==> src/rtl/load_store_unit.sv <==
// Load/store unit: formats RAM requests from execute and extends load results for writeback.
// Latency: 2 cycles from request accept to resp_valid when mem_ready is already high; errors respond after 1 cycle.
// Backpressure: req_ready is high only in RAM_IDLE. RAM_WAIT holds until mem_ready, or until timeout when LSU_TIMEOUT_EN is defined.
module load_store_unit #(
   parameter int TIMEOUT_CYCLES = 255,
   parameter int CNT_W          = 8
) (
   input  logic        clk,
   input  logic        rst,
   input  logic        req_valid,
   output logic        req_ready,
   input  logic        req_wen,
   input  logic [2:0]  req_funct3,
   input  logic [31:0] req_addr,
   input  logic [31:0] req_wdata,
   output logic        resp_valid,
   output logic [31:0] resp_rdata,
   output logic [1:0]  resp_err,
   output logic        mem_ren,
   output logic        mem_wen,
   output logic [31:0] mem_addr,
   output logic [31:0] mem_wdata,
   output logic [3:0]  mem_strobe,
   input  logic [31:0] mem_rdata,
   input  logic        mem_ready
);

   typedef enum logic [1:0] {RAM_IDLE, RAM_WAIT, RAM_DONE} ram_state_t;

   localparam logic [2:0] F3_LB  = 3'd0;
   localparam logic [2:0] F3_LH  = 3'd1;
   localparam logic [2:0] F3_LBU = 3'd4;
   localparam logic [2:0] F3_LHU = 3'd5;

   localparam logic [1:0] ERR_OK      = 2'b00;
   localparam logic [1:0] ERR_MISALGN = 2'b01;
   localparam logic [1:0] ERR_ILLEGAL = 2'b10;

   ram_state_t  state_q, state_d;
   logic        wen_q, wen_d;
   logic [2:0]  f3_q, f3_d;
   logic [1:0]  lane_q, lane_d;
   logic        resp_valid_q, resp_valid_d;
   logic [31:0] resp_rdata_q, resp_rdata_d;
   logic [1:0]  resp_err_q, resp_err_d;
   logic        mem_ren_q, mem_ren_d;
   logic        mem_wen_q, mem_wen_d;
   logic [31:0] mem_addr_q, mem_addr_d;
   logic [31:0] mem_wdata_q, mem_wdata_d;
   logic [3:0]  mem_strobe_q, mem_strobe_d;

   logic        req_illegal;
   logic        req_misaligned;
   logic [15:0] ld_sh;
   logic [31:0] ld_result;

`ifdef LSU_TIMEOUT_EN
   localparam logic [CNT_W-1:0] CNT_LAST = CNT_W'(TIMEOUT_CYCLES - 1);
   logic [CNT_W-1:0] cnt_q, cnt_d;
`endif

   // Classify the incoming request: illegal codes take priority over alignment
   always_comb begin
      req_illegal    = 1'b0;
      req_misaligned = 1'b0;
      if (req_wen) begin
         req_illegal = (req_funct3 > 3'd2);
      end else begin
         req_illegal = (req_funct3 == 3'd3) || (req_funct3 == 3'd6) || (req_funct3 == 3'd7);
      end
      req_misaligned = ((req_funct3[1:0] == 2'd1) && req_addr[0]) ||
                       ((req_funct3[1:0] == 2'd2) && (req_addr[1:0] != 2'b00));
   end

   // Shift the addressed lane down and sign/zero-extend for the latched load code
   always_comb begin
      ld_sh     = 16'(mem_rdata >> {lane_q, 3'b000});
      ld_result = mem_rdata;
      case (f3_q)
         F3_LB:   ld_result = {{24{ld_sh[7]}}, ld_sh[7:0]};
         F3_LH:   ld_result = {{16{ld_sh[15]}}, ld_sh};
         F3_LBU:  ld_result = {24'h0, ld_sh[7:0]};
         F3_LHU:  ld_result = {16'h0, ld_sh};
         default: ld_result = mem_rdata;
      endcase
   end

   // Next-state and registered-output logic for the RAM sequencer
   always_comb begin
      state_d      = state_q;
      wen_d        = wen_q;
      f3_d         = f3_q;
      lane_d       = lane_q;
      resp_valid_d = 1'b0;
      resp_rdata_d = resp_rdata_q;
      resp_err_d   = resp_err_q;
      mem_ren_d    = mem_ren_q;
      mem_wen_d    = mem_wen_q;
      mem_addr_d   = mem_addr_q;
      mem_wdata_d  = mem_wdata_q;
      mem_strobe_d = mem_strobe_q;
`ifdef LSU_TIMEOUT_EN
      cnt_d        = cnt_q;
`endif
      case (state_q)
         RAM_IDLE: begin
            if (req_valid) begin
               wen_d  = req_wen;
               f3_d   = req_funct3;
               lane_d = req_addr[1:0];
               if (req_illegal || req_misaligned) begin
                  // Rejected requests never touch the RAM port
                  resp_err_d   = req_illegal ? ERR_ILLEGAL : ERR_MISALGN;
                  resp_rdata_d = 32'h0;
                  resp_valid_d = 1'b1;
                  state_d      = RAM_DONE;
               end else begin
                  mem_ren_d  = ~req_wen;
                  mem_wen_d  = req_wen;
                  mem_addr_d = {req_addr[31:2], 2'b00};
                  if (req_wen) begin
                     case (req_funct3[1:0])
                        2'd0: begin
                           mem_wdata_d  = {4{req_wdata[7:0]}};
                           mem_strobe_d = 4'b0001 << req_addr[1:0];
                        end
                        2'd1: begin
                           mem_wdata_d  = {2{req_wdata[15:0]}};
                           mem_strobe_d = req_addr[1] ? 4'b1100 : 4'b0011;
                        end
                        default: begin
                           mem_wdata_d  = req_wdata;
                           mem_strobe_d = 4'b1111;
                        end
                     endcase
                  end else begin
                     mem_wdata_d  = 32'h0;
                     mem_strobe_d = 4'b1111;
                  end
`ifdef LSU_TIMEOUT_EN
                  cnt_d = '0;
`endif
                  state_d = RAM_WAIT;
               end
            end
         end
         RAM_WAIT: begin
            if (mem_ready) begin
               mem_ren_d    = 1'b0;
               mem_wen_d    = 1'b0;
               resp_rdata_d = wen_q ? 32'h0 : ld_result;
               resp_err_d   = ERR_OK;
               resp_valid_d = 1'b1;
               state_d      = RAM_DONE;
            end
`ifdef LSU_TIMEOUT_EN
            else if (cnt_q == CNT_LAST) begin
               // This is the TIMEOUT_CYCLES-th wait cycle without a reply
               mem_ren_d    = 1'b0;
               mem_wen_d    = 1'b0;
               resp_rdata_d = 32'h0;
               resp_err_d   = 2'b11;
               resp_valid_d = 1'b1;
               state_d      = RAM_DONE;
            end else begin
               cnt_d = cnt_q + 1'b1;
            end
`endif
         end
         RAM_DONE: begin
            state_d = RAM_IDLE;
         end
         default: begin
            state_d = RAM_IDLE;
         end
      endcase
   end

   // State and output registers; reset clears the RAM request immediately
   always_ff @(posedge clk or posedge rst) begin
      if (rst) begin
         state_q      <= RAM_IDLE;
         wen_q        <= 1'b0;
         f3_q         <= 3'd0;
         lane_q       <= 2'd0;
         resp_valid_q <= 1'b0;
         resp_rdata_q <= 32'h0;
         resp_err_q   <= 2'b00;
         mem_ren_q    <= 1'b0;
         mem_wen_q    <= 1'b0;
         mem_addr_q   <= 32'h0;
         mem_wdata_q  <= 32'h0;
         mem_strobe_q <= 4'h0;
      end else begin
         state_q      <= state_d;
         wen_q        <= wen_d;
         f3_q         <= f3_d;
         lane_q       <= lane_d;
         resp_valid_q <= resp_valid_d;
         resp_rdata_q <= resp_rdata_d;
         resp_err_q   <= resp_err_d;
         mem_ren_q    <= mem_ren_d;
         mem_wen_q    <= mem_wen_d;
         mem_addr_q   <= mem_addr_d;
         mem_wdata_q  <= mem_wdata_d;
         mem_strobe_q <= mem_strobe_d;
      end
   end

`ifdef LSU_TIMEOUT_EN
   // Wait-cycle counter for the bus timeout
   always_ff @(posedge clk or posedge rst) begin
      if (rst) begin
         cnt_q <= '0;
      end else begin
         cnt_q <= cnt_d;
      end
   end
`endif

   assign req_ready  = (state_q == RAM_IDLE);
   assign resp_valid = resp_valid_q;
   assign resp_rdata = resp_rdata_q;
   assign resp_err   = resp_err_q;
   assign mem_ren    = mem_ren_q;
   assign mem_wen    = mem_wen_q;
   assign mem_addr   = mem_addr_q;
   assign mem_wdata  = mem_wdata_q;
   assign mem_strobe = mem_strobe_q;

endmodule

==> config.mk <==
export PLATFORM = sky130hd
export DESIGN_NAME = load_store_unit
export DESIGN_NICKNAME = d
export VERILOG_FILES = /design/src/rtl/load_store_unit.sv
export SDC_FILE = /design/constraint.sdc
export NUM_CORES = 1
export LEC_CHECK = 0
export ABC_AREA = 1
export BUFFER_PORTS_ARGS = -buffer_cell sky130_fd_sc_hd__buf_2
export CORE_MARGIN = 4
export CORE_UTILIZATION = 53
export CTS_CLUSTER_DIAMETER = 80
export DETAILED_ROUTE_END_ITERATION = 8
export GPL_TIMING_DRIVEN = 0
export PLACE_DENSITY = 0.87
export SETUP_SLACK_MARGIN = 0.1
export SLEW_MARGIN = 15
export SYNTH_ARGS = -nofsm -noshare
export SYNTH_HDL_FRONTEND = slang
export SYNTH_SLANG_ARGS = --single-unit
==> constraint.sdc <==
create_clock -name clk -period 5.14 [get_ports clk]
set_input_delay 0.257 -clock clk [delete_from_list [all_inputs] [get_ports clk]]
set_output_delay 0.257 -clock clk [all_outputs]
set_load 0.03 [all_outputs]
* Yosys cells after proc, flatten, opt, wreduce, memory -nomap -nowiden *
Index checks and enable logic that the tools add are counted.

word-level totals
  logic and storage cells = 78
  bits in registers = 111
  output and inout bits = 106

operators by class
  eq/ne operators = 13
  $lt $le $gt $ge = 1
  reduce and logical (&&, ||, !) cells = 16
  bitwise gates (word level) = 2
  shift operators = 2
  mux-type cells = 32

operators with widths
  kind                                                                   number
  32-bit 2-to-1 mux                                                      5
  32-bit one-hot mux with 2 select lines                                 2
  32-bit one-hot mux with 4 select lines                                 1
  32-bit by 5-bit >> shifter with 16-bit output                          1
  2-bit 2-to-1 mux                                                       7
  3-bit == test (second input constant)                                  4
  1-bit 2-to-1 mux                                                       9
  4-bit 2-to-1 mux                                                       2
  2-bit one-hot mux with 2 select lines                                  2
  4-bit one-hot mux with 2 select lines                                  1
  4-bit AND reduction                                                    2
  2-bit inequality test (second input constant)                          3
  1-bit one-hot mux with 2 select lines                                  3
  2-bit by 1-bit == test with 1-bit output (second input constant)       2
  2-bit logical NOT                                                      2
  1-bit logical OR                                                       4
  2-bit AND reduction                                                    2
  2-bit nonzero test                                                     2
  1-bit by 2-bit left shift with 4-bit output (first input constant)     1
  3-bit by 1-bit == test with 1-bit output (second input constant)       1
  3-bit by 2-bit == test with 1-bit output (second input constant)       1
  3-bit by 2-bit > comparator with 1-bit output (second input constant)  1
  3-bit logical NOT                                                      1
  3-bit AND reduction                                                    1
  4 further kinds                                                        6

* Longest topological paths before layout *
Gate-level depths: netlist of run 1.

  depth after elaboration = 8
  depth in mapped cells = 11
  depth with buffers taken out = 9

* Worst setup path after synthesis of run 1 *
OpenSTA, ideal clock, no wires.

  path kind = reg2reg
  start = register state_q[0]
  end = register resp_rdata_q[16] (netlist: resp_rdata[16])
  clock period less this slack = 1.588 ns
  library setup time = 0.118 ns
  cell stages (with the launch flop) = 9
  path buffers = 2
  path slack = 3.552 ns
  data arrival time = 1.470 ns
  cells stage by stage = dfrtp_1 > nor2_2 > nand2_1 > nand2_1 > nand2_1 > buf_4 > buf_4 > nand2_1 > nand2_1

between the ends
  word-level cells in the longest chain between the ends = 3
  elaborated cells between the ends (all ways) = 8

ends and longest elaborated chain
  element                                                                                    RTL line  RTL
  from (decl)                                                                                39        ram_state_t state_q, state_d;
  from (signal assigned)                                                                     195       state_q <= state_d;
  2-bit logical NOT (*)                                                                      --
  named net req_ready                                                                        11        output logic req_ready,
  2-bit by 1-bit inequality test with 1-bit output (no source line) (tied with other cells)  --
  4-bit AND reduction (no source line)                                                       --
  to (signal assigned)                                                                       200       resp_rdata_q <= resp_rdata_d;
  to (decl)                                                                                  44        logic [31:0] resp_rdata_q, resp_rdata_d;

Mark *: on every way through the listed nets, which the timed path passes. The rest lies on a longest branch.
A chain may end at the register's enable or synchronous reset.

* Worst setup path in the final report of run 1 *
  start = register lane_q[0]
  end = register resp_rdata_q[20] (netlist: resp_rdata[20])

between the ends
  word-level cells in the longest chain between the ends = 5

ends and longest elaborated chain
  element                                        RTL line  RTL
  from (decl)                                    42        logic [1:0] lane_q, lane_d;
  from (signal assigned)                         198       lane_q <= lane_d;
  32-bit by 5-bit >> shifter with 16-bit output  77        ld_sh = 16'(mem_rdata >> {lane_q, 3'b000});
  32-bit one-hot mux with 4 select lines         79        case (f3_q)
  32-bit 2-to-1 mux                              151       resp_rdata_d = wen_q ? 32'h0 : ld_result;
  32-bit 2-to-1 mux                              148       if (mem_ready) begin
  32-bit one-hot mux with 2 select lines         105       case (state_q)

No other way between the ends. The select of a mux whose other input is x is not followed.

==> impl_metrics.json, run 1 <==
{
  "synth_compound_area_frac": 0.0634,
  "synth_cell_type_count": 24,
  "multi_input_area_sq_um": 2250,
  "outcome": "finished, final reports clean",
  "reg2reg_depth": 11,
  "startpoint": "lane_q[0]$_DFFE_PP0P_",
  "postPlaceCellArea_sq_um": 6660,
  "clockBufferDepth": 2,
  "synthMuxAreaShare": 0,
  "worst_setup_path_end_kind": "register",
  "h-tree-depth": 3,
  "post-route-util": 0.696,
  "p_comb_frac": 0.492,
  "routed_via_density": 4.99,
  "clock-sinks": 111,
  "grt_first_pass_wirelength_microns": 24900,
  "wl_microns": 15700,
  "avgRoutedWirePerCell_microns": 14.5,
  "synth_top_family_by_area": "simple AND/OR/NAND/NOR gates",
  "r2r_end": "resp_rdata[20]$_DFFE_PP0P_",
  "rows": 36,
  "syn_inst": 728,
  "switching_share": 0.485,
  "cts_setup_buffers": 0,
  "synthAdderAreaFrac": 0,
  "hold-worst-slack_ps": 75.6,
  "post-place-ws_ps": 3480,
  "final_nets": 1052,
  "port_buffers": 206,
  "grt_use_met2": 0.467,
  "synth_xor_area_frac": 0,
  "clkTransAtPathRegs_ps": 120,
  "arrival_ps": 2040,
  "finalCritPeriodShare": 0.338,
  "relSlewSlack": 0.663,
  "seq_area_frac_synth": 0.512,
  "p_clk_frac": 0.141,
  "hp-class": "in2reg",
  "numCtsBuffers": 9,
  "top_usage_layer": "met2",
  "antenna_left": 0,
  "worst_setup_path_start_kind": "register",
  "rsz0062_at_grt": "false",
  "maxCapViolations": 0,
  "endpoint": "resp_rdata[20]$_DFFE_PP0P_",
  "gp_congestion": 0.928,
  "grt_pass1_vias": 5313,
  "p_int_uw": 1890,
  "tightest_slew_ps": 506,
  "dieWidth_microns": 109,
  "netlist_area_sq_um": 5430,
  "hpwl_microns": 12300,
  "required_ps": 5440,
  "root_buffer": "clkbuf_8",
  "timing.rr.start": "lane_q[0]$_DFFE_PP0P_",
  "grt-ovfl-total": 0,
  "drive_gt1_frac": 0.288,
  "yosys.area_share.simple": 0.351,
  "hold_viol_final": 0,
  "clk_latency_ps": 370,
  "critical_path_class": "reg2reg",
  "fin_worst_skew_ps": 15.0,
  "drc": 0,
  "synth-seq-cells": 111,
  "vdd_drop_max_mv": 0.363,
  "dieArea_sq_um": 11900,
  "avgSynthCellArea_sq_um": 7.46,
  "reg2reg_slack_ps": 3400,
  "min_period_ps": 1740,
  "start_util": 0.550,
  "use_met3": 0.0628,
  "grt_usage": 0.268,
  "grt_max_degree": 63,
  "yosysWarningCount": 0,
  "routed-via-count": 5419,
  "cts_tree": "done",
  "drtIter0Drc": 230,
  "stdcell_area_sq_um": 6870,
  "pwr_density_cell_nw_per_um2": 534,
  "globalRouteMet1Util": 0.329,
  "drv_slew": 0,
  "final.setup.worst_slack_ps": 3400,
  "leakage_uw": 0.00417,
  "area_growth_pct": 26.6,
  "fill_cells": 875,
  "critPathMaxFanout": 10,
  "ios": 210,
  "p_sw_uw": 1780,
  "antenna_found_initial": 0,
  "fmax_ghz": 0.576,
  "fin_tns_setup_ps": 0,
  "fp.coreArea_sq_um": 9860,
  "drt_pass1_iterations": 5,
  "finalSetupViolations": 0,
  "power_frac_seq": 0.368,
  "die_h_microns": 109,
  "seqCellArea_sq_um": 2780
}
## per-stage QoR
| stage | total power (uW) | std cells |
|---|---|---|
| 2_1_floorplan | 2590 | 729 |
| 3_3_place_gp | 3120 | 1068 |
| 3_5_place_dp | 3170 | 1069 |
| 4_1_cts | 3690 | 1086 |
| 5_1_grt | 3910 | 1086 |
| 6_report | 3670 | 1087 |
## routing by layer
| metal | wire (microns) | share of wire |
|---|---|---|
| met5 | 0 | 0 |
| met2 | 7740 | 0.49 |
| met4 | 334 | 0.021 |
| met3 | 1400 | 0.089 |
| met1 | 6260 | 0.40 |
## power groups by stage
stage	Combinational (uW)	Sequential [uW]	Clock [uW]
2_1_floorplan	647	1940	0
3_3_place_gp	1770	1350	0
3_5_place_dp	1810	1360	0
4_1_cts	1810	1350	529
5_1_grt	1960	1390	564
6_report	1800	1350	517
## flip-flops by register name, summed over array words and instances (netlist names), 2 cells and up
signal	count
mem_wdata	32
resp_rdata	32
mem_addr	30
mem_strobe	4
f3_q	3
lane_q	2
resp_err	2
state_q	2
## cell families after synthesis
family / count (synthesis)
simple gates: 476
flops: 111
buf+inv: 82
compound gates: 58
other cells: 1
## cell type report
cell class,count,share of cell area
clock inverters,7,0.0106
inverters,44,0.0248
repair buffers,208,0.156
multi-input cells,536,0.328
well taps,133,0.0242
diodes,1,0.000364
plain buffers,38,0.0341
flip-flops and latches,111,0.404
clock buffers,9,0.0180
## synth_stat cells
library cell,count,area [sq um]
nor2_4,2,22.5
inv_1,42,158
o2111ai_1,6,52.6
o21ai_2,1,8.76
nor2_1,32,120
o21ai_0,29,145
nand2_1,382,1430
conb_1,1,3.75
buf_2,10,50.1
nor2_2,2,12.5
nand3_1,39,195
a21oi_1,7,35.0
buf_6,4,45.0
o22ai_1,8,50.1
and3_1,1,6.26
o211ai_1,7,52.6
inv_2,2,7.51
clkbuf_1,10,37.5
nand4_1,2,12.5
nand2_2,2,12.5
dfrtp_1,111,2780
buf_1,1,3.75
or2_2,14,87.6
buf_4,13,97.6
## what timing repair did
| action | CTS | global route |
|---|---|---|
| gates resized for setup | 0 | 0 |
| hold buffers | 1 | 0 |
| hold endpoints to repair | 49 | 0 |
| setup endpoints to repair | 0 | 0 |
## how the worst min path moves through the flow
stage | slack, ps | from | endpoint | depth (start not counted)
2_1_floorplan | 370 | mem_ready | state_q[0]$_DFFE_PP0P_ | 1
3_3_place_gp | 450 | mem_addr[3]$_DFFE_PP0P_ | mem_addr[3]$_DFFE_PP0P_ | 2
3_5_place_dp | 330 | rst | mem_addr[16]$_DFFE_PP0P_ | 2
4_1_cts | 60 | req_addr[3] | mem_addr[3]$_DFFE_PP0P_ | 3
5_1_grt | 50 | req_addr[3] | mem_addr[3]$_DFFE_PP0P_ | 3
6_report | 80 | req_addr[9] | mem_addr[9]$_DFFE_PP0P_ | 3
## critical path, stage by stage (launching register included)
cell and delay (ps):
dfrtp_1 400, buf_6 150, inv_2 160, nand2_1 80, nand3_1 80, nand2_1 50, nand2_1 80, nand2_2 140
nand2_2 210, buf_6 160, nand3_1 70, nand2_1 80
## cells in the final DEF, fill, tap and decap left out, drive strengths merged, types with 7 or more instances in the layout
cell	Yosys	layout
o22ai	8	8
nand2	384	384
a21oi	7	7
clkbuf	10	19
o211ai	7	7
nor2	36	36
or2	14	14
buf	28	235
dfrtp	111	111
o21ai	30	30
nand3	39	39
inv	44	48
(Power assumes the default switching activity.)
==> inputs of run 2 (changes only) <==
--- a/config.mk
+++ b/config.mk
@@ -5,14 +5,14 @@
 export SDC_FILE = /design/constraint.sdc
 export NUM_CORES = 1
 export LEC_CHECK = 0
-export ABC_AREA = 1
+export ABC_AREA = 0
 export BUFFER_PORTS_ARGS = -buffer_cell sky130_fd_sc_hd__buf_2
 export CORE_MARGIN = 4
-export CORE_UTILIZATION = 53
+export CORE_UTILIZATION = 49
 export CTS_CLUSTER_DIAMETER = 80
 export DETAILED_ROUTE_END_ITERATION = 8
 export GPL_TIMING_DRIVEN = 0
-export PLACE_DENSITY = 0.87
+export PLACE_DENSITY = 0.82
 export SETUP_SLACK_MARGIN = 0.1
 export SLEW_MARGIN = 15
 export SYNTH_ARGS = -nofsm -noshare
==> constraint.sdc (replaced) <==
create_clock -name clk -period 1.6 [get_ports clk]
set_input_delay 0.08 -clock clk [delete_from_list [all_inputs] [get_ports clk]]
set_output_delay 0.08 -clock clk [all_outputs]
set_load 0.03 [all_outputs]
==> run 2 against run 1 <==
  * Die area up 3.9%
  * Cell area up 21%
  * The flow now finishes with violations (negative setup slack)
  * Largest cell class unchanged
  * First-iteration DRC count up 140%
  * Setup slack worse by 3500 ps
  * Global-route usage up 2.6 points
  * Largest power group unchanged
  * Area after synthesis down 3.7%
  * Critical endpoint is now resp_rdata[1]$_DFFE_PP0P_
  * Utilization up 10 points
==> impl_metrics.json, run 2 <==
{
  "outcome": "finished, violations left",
  "failed_checks": "negative setup slack",
  "ios": 210,
  "wl_microns": 19400,
  "r2r_end": "resp_rdata[1]$_DFFE_PP0P_",
  "async_reset_ff_frac": 1.00,
  "grt_max_degree": 34,
  "yosysWarningCount": 0,
  "worst_setup_path_end_kind": "register",
  "port_buffers": 206,
  "hpwl_microns": 12000,
  "drt_pass1_iterations": 6,
  "most-common-layout-cells": "buf_2, dfrtp_1, dlygate4sd3_1",
  "synthTopCellsByCount": "dfrtp_1, nand2_1, o21ai_0",
  "root_buffer": "clkbuf_8",
  "synth_cell_type_count": 49,
  "gp_congestion": 0.930,
  "use_met3": 0.0710,
  "fmax_ghz": 0.594,
  "post-place-ws_ps": -284,
  "ys.flop_type": "dfrtp_1",
  "pwr_density_cell_nw_per_um2": 1390,
  "reg2reg_depth": 6,
  "area_growth_pct": 58.7,
  "drive_gt1_frac": 0.486,
  "clockBufferDepth": 2,
  "rsz0062_at_grt": "true",
  "fin_worst_skew_ps": 10.1,
  "grt_usage": 0.294,
  "layout_commonest_cell": "buf_2",
  "dieArea_sq_um": 12400,
  "synth-seq-cells": 111,
  "timing.rr.start": "lane_q[0]$_DFFE_PP0P_",
  "drc": 0,
  "hp-start": "mem_rdata[10]",
  "cts_tree": "done",
  "hold_path_end": "resp_rdata[10]$_DFFE_PP0P_",
  "tightest_slew_ps": 919,
  "relSlewSlack": 0.387,
  "routed_via_density": 5.85,
  "required_ps": 1870,
  "start_util": 0.504,
  "drtIter0Drc": 553,
  "seq_area_frac_synth": 0.531,
  "worst_setup_path_start_kind": "register",
  "grt_first_pass_wirelength_microns": 29000,
  "postPlaceCellArea_sq_um": 6540,
  "finalCritPeriodShare": 1.05,
  "synth.top_cell.area_share": 0.531,
  "min_period_ps": 1680,
  "rows": 37,
  "die_h_microns": 111,
  "dieWidth_microns": 111,
  "drv_slew": 0,
  "hp-class": "in2reg",
  "avgRoutedWirePerCell_microns": 21.0,
  "synth_edf_count": 0,
  "netlist_area_sq_um": 5230,
  "antenna_found_initial": 3,
  "critical_path_class": "reg2reg",
  "critPathMaxFanout": 10,
  "fp.coreArea_sq_um": 10400,
  "synth.most_common_cell": "dfrtp_1",
  "hold_depth": 3,
  "clock-sinks": 111,
  "numCtsBuffers": 9,
  "h-tree-depth": 3,
  "post-route-util": 0.800,
  "arrival_ps": 1960,
  "leakage_uw": 0.00418,
  "finalSetupViolations": 25,
  "globalRouteMet1Util": 0.341,
  "clk_latency_ps": 380,
  "antenna_left": 0,
  "grt-ovfl-total": 0,
  "p_total_uw": 11500,
  "routed-via-count": 5402,
  "reg2reg_slack_ps": -80,
  "maxCapViolations": 0,
  "top_usage_layer": "met2",
  "syn_inst": 471,
  "final.setup.worst_slack_ps": -82.2,
  "clkTransAtPathRegs_ps": 110,
  "grt_use_met2": 0.521,
  "vdd_drop_max_mv": 0.989,
  "grt_pass1_vias": 5488,
  "hold_viol_final": 0,
  "avgSynthCellArea_sq_um": 11.1,
  "stdcell_area_sq_um": 8300,
  "yosys-top-cells-area": "dfrtp_1, mux2i_1, mux2_2, nand2_1, o21ai_0",
  "yosysTopAreaCell": "dfrtp_1",
  "final_nets": 885
}
## run 2: worst max-delay path by stage
stage	end	slack (ps)	from
floorplan	resp_rdata[16]$_DFFE_PP0P_	50	state_q[0]$_DFFE_PP0P_
global placement	mem_addr[18]$_DFFE_PP0P_	-480	rst
detailed placement	mem_wdata[8]$_DFFE_PP0P_	-280	state_q[0]$_DFFE_PP0P_
CTS	resp_rdata[22]$_DFFE_PP0P_	-60	lane_q[0]$_DFFE_PP0P_
global route	resp_rdata[22]$_DFFE_PP0P_	-120	state_q[0]$_DFFE_PP0P_
finish	resp_rdata[1]$_DFFE_PP0P_	-80	lane_q[0]$_DFFE_PP0P_
## run 2: what timing repair did
item	CTS	global route
endpoints found under the setup margin	103	105
gates resized for setup	111	68
gates cloned	3	4
buffers inserted	17	2
pin swaps	19	10
endpoints found under the hold margin	88	0
hold buffers	65	0
## run 2: logic make-up after synthesis
| family | Yosys count | share of synthesized area |
|---|---|---|
| AOI/OAI and AO/OA | 126 | 0.171 |
| and+or+nand+nor | 107 | 0.0952 |
| other | 1 | 0.000717 |
| muxes | 73 | 0.154 |
| DFF | 111 | 0.531 |
| buffers and inverters | 53 | 0.0483 |
## run 2: cell type report
cell class                 instances  area [sq um]
antenna                            2          5.00
buffer                            37           382
clock buffer                      11           141
clock inverter                     5          62.6
fill                             603          2070
inverter                          16          73.8
multi-input combinational        308          2630
sequential                       111          2780
tap                              136           170
timing repair buffer             298          2050
## run 2: critical path, stage by stage (launching register included)
cell	delay (ps)
dfrtp_1	390
buf_6	130
buf_6	150
and3_1	160
a221o_1	280
mux2_2	290
a22o_1	180
## run 2: metrics by stage
step | hold slack [ps] | setup TNS, ps | instances
finish | 8.34 | -1060 | 924
detailed placement | 167 | -12470 | 817
global placement | 291 | -61320 | 814
CTS | 0.720 | -794 | 918
global route | 5.92 | -2690 | 924
floorplan | 188 | 0 | 472
## run 2: metal layers
layer | wire (microns) | vias up
met2 | 9920 | 348
met1 | 6910 | 2645
li1 | - | 2328
met5 | 12 | -
met3 | 1740 | 79
met4 | 823 | 2
## run 2: power breakdown
| group | switching [uW] | internal, uW | leakage [uW] |
|---|---|---|---|
| registers | 579 | 3620 | 0.00142 |
| clock network | 1010 | 780 | 0.0000966 |
| logic | 3350 | 2200 | 0.00266 |
| total | 4940 | 6600 | 0.00418 |
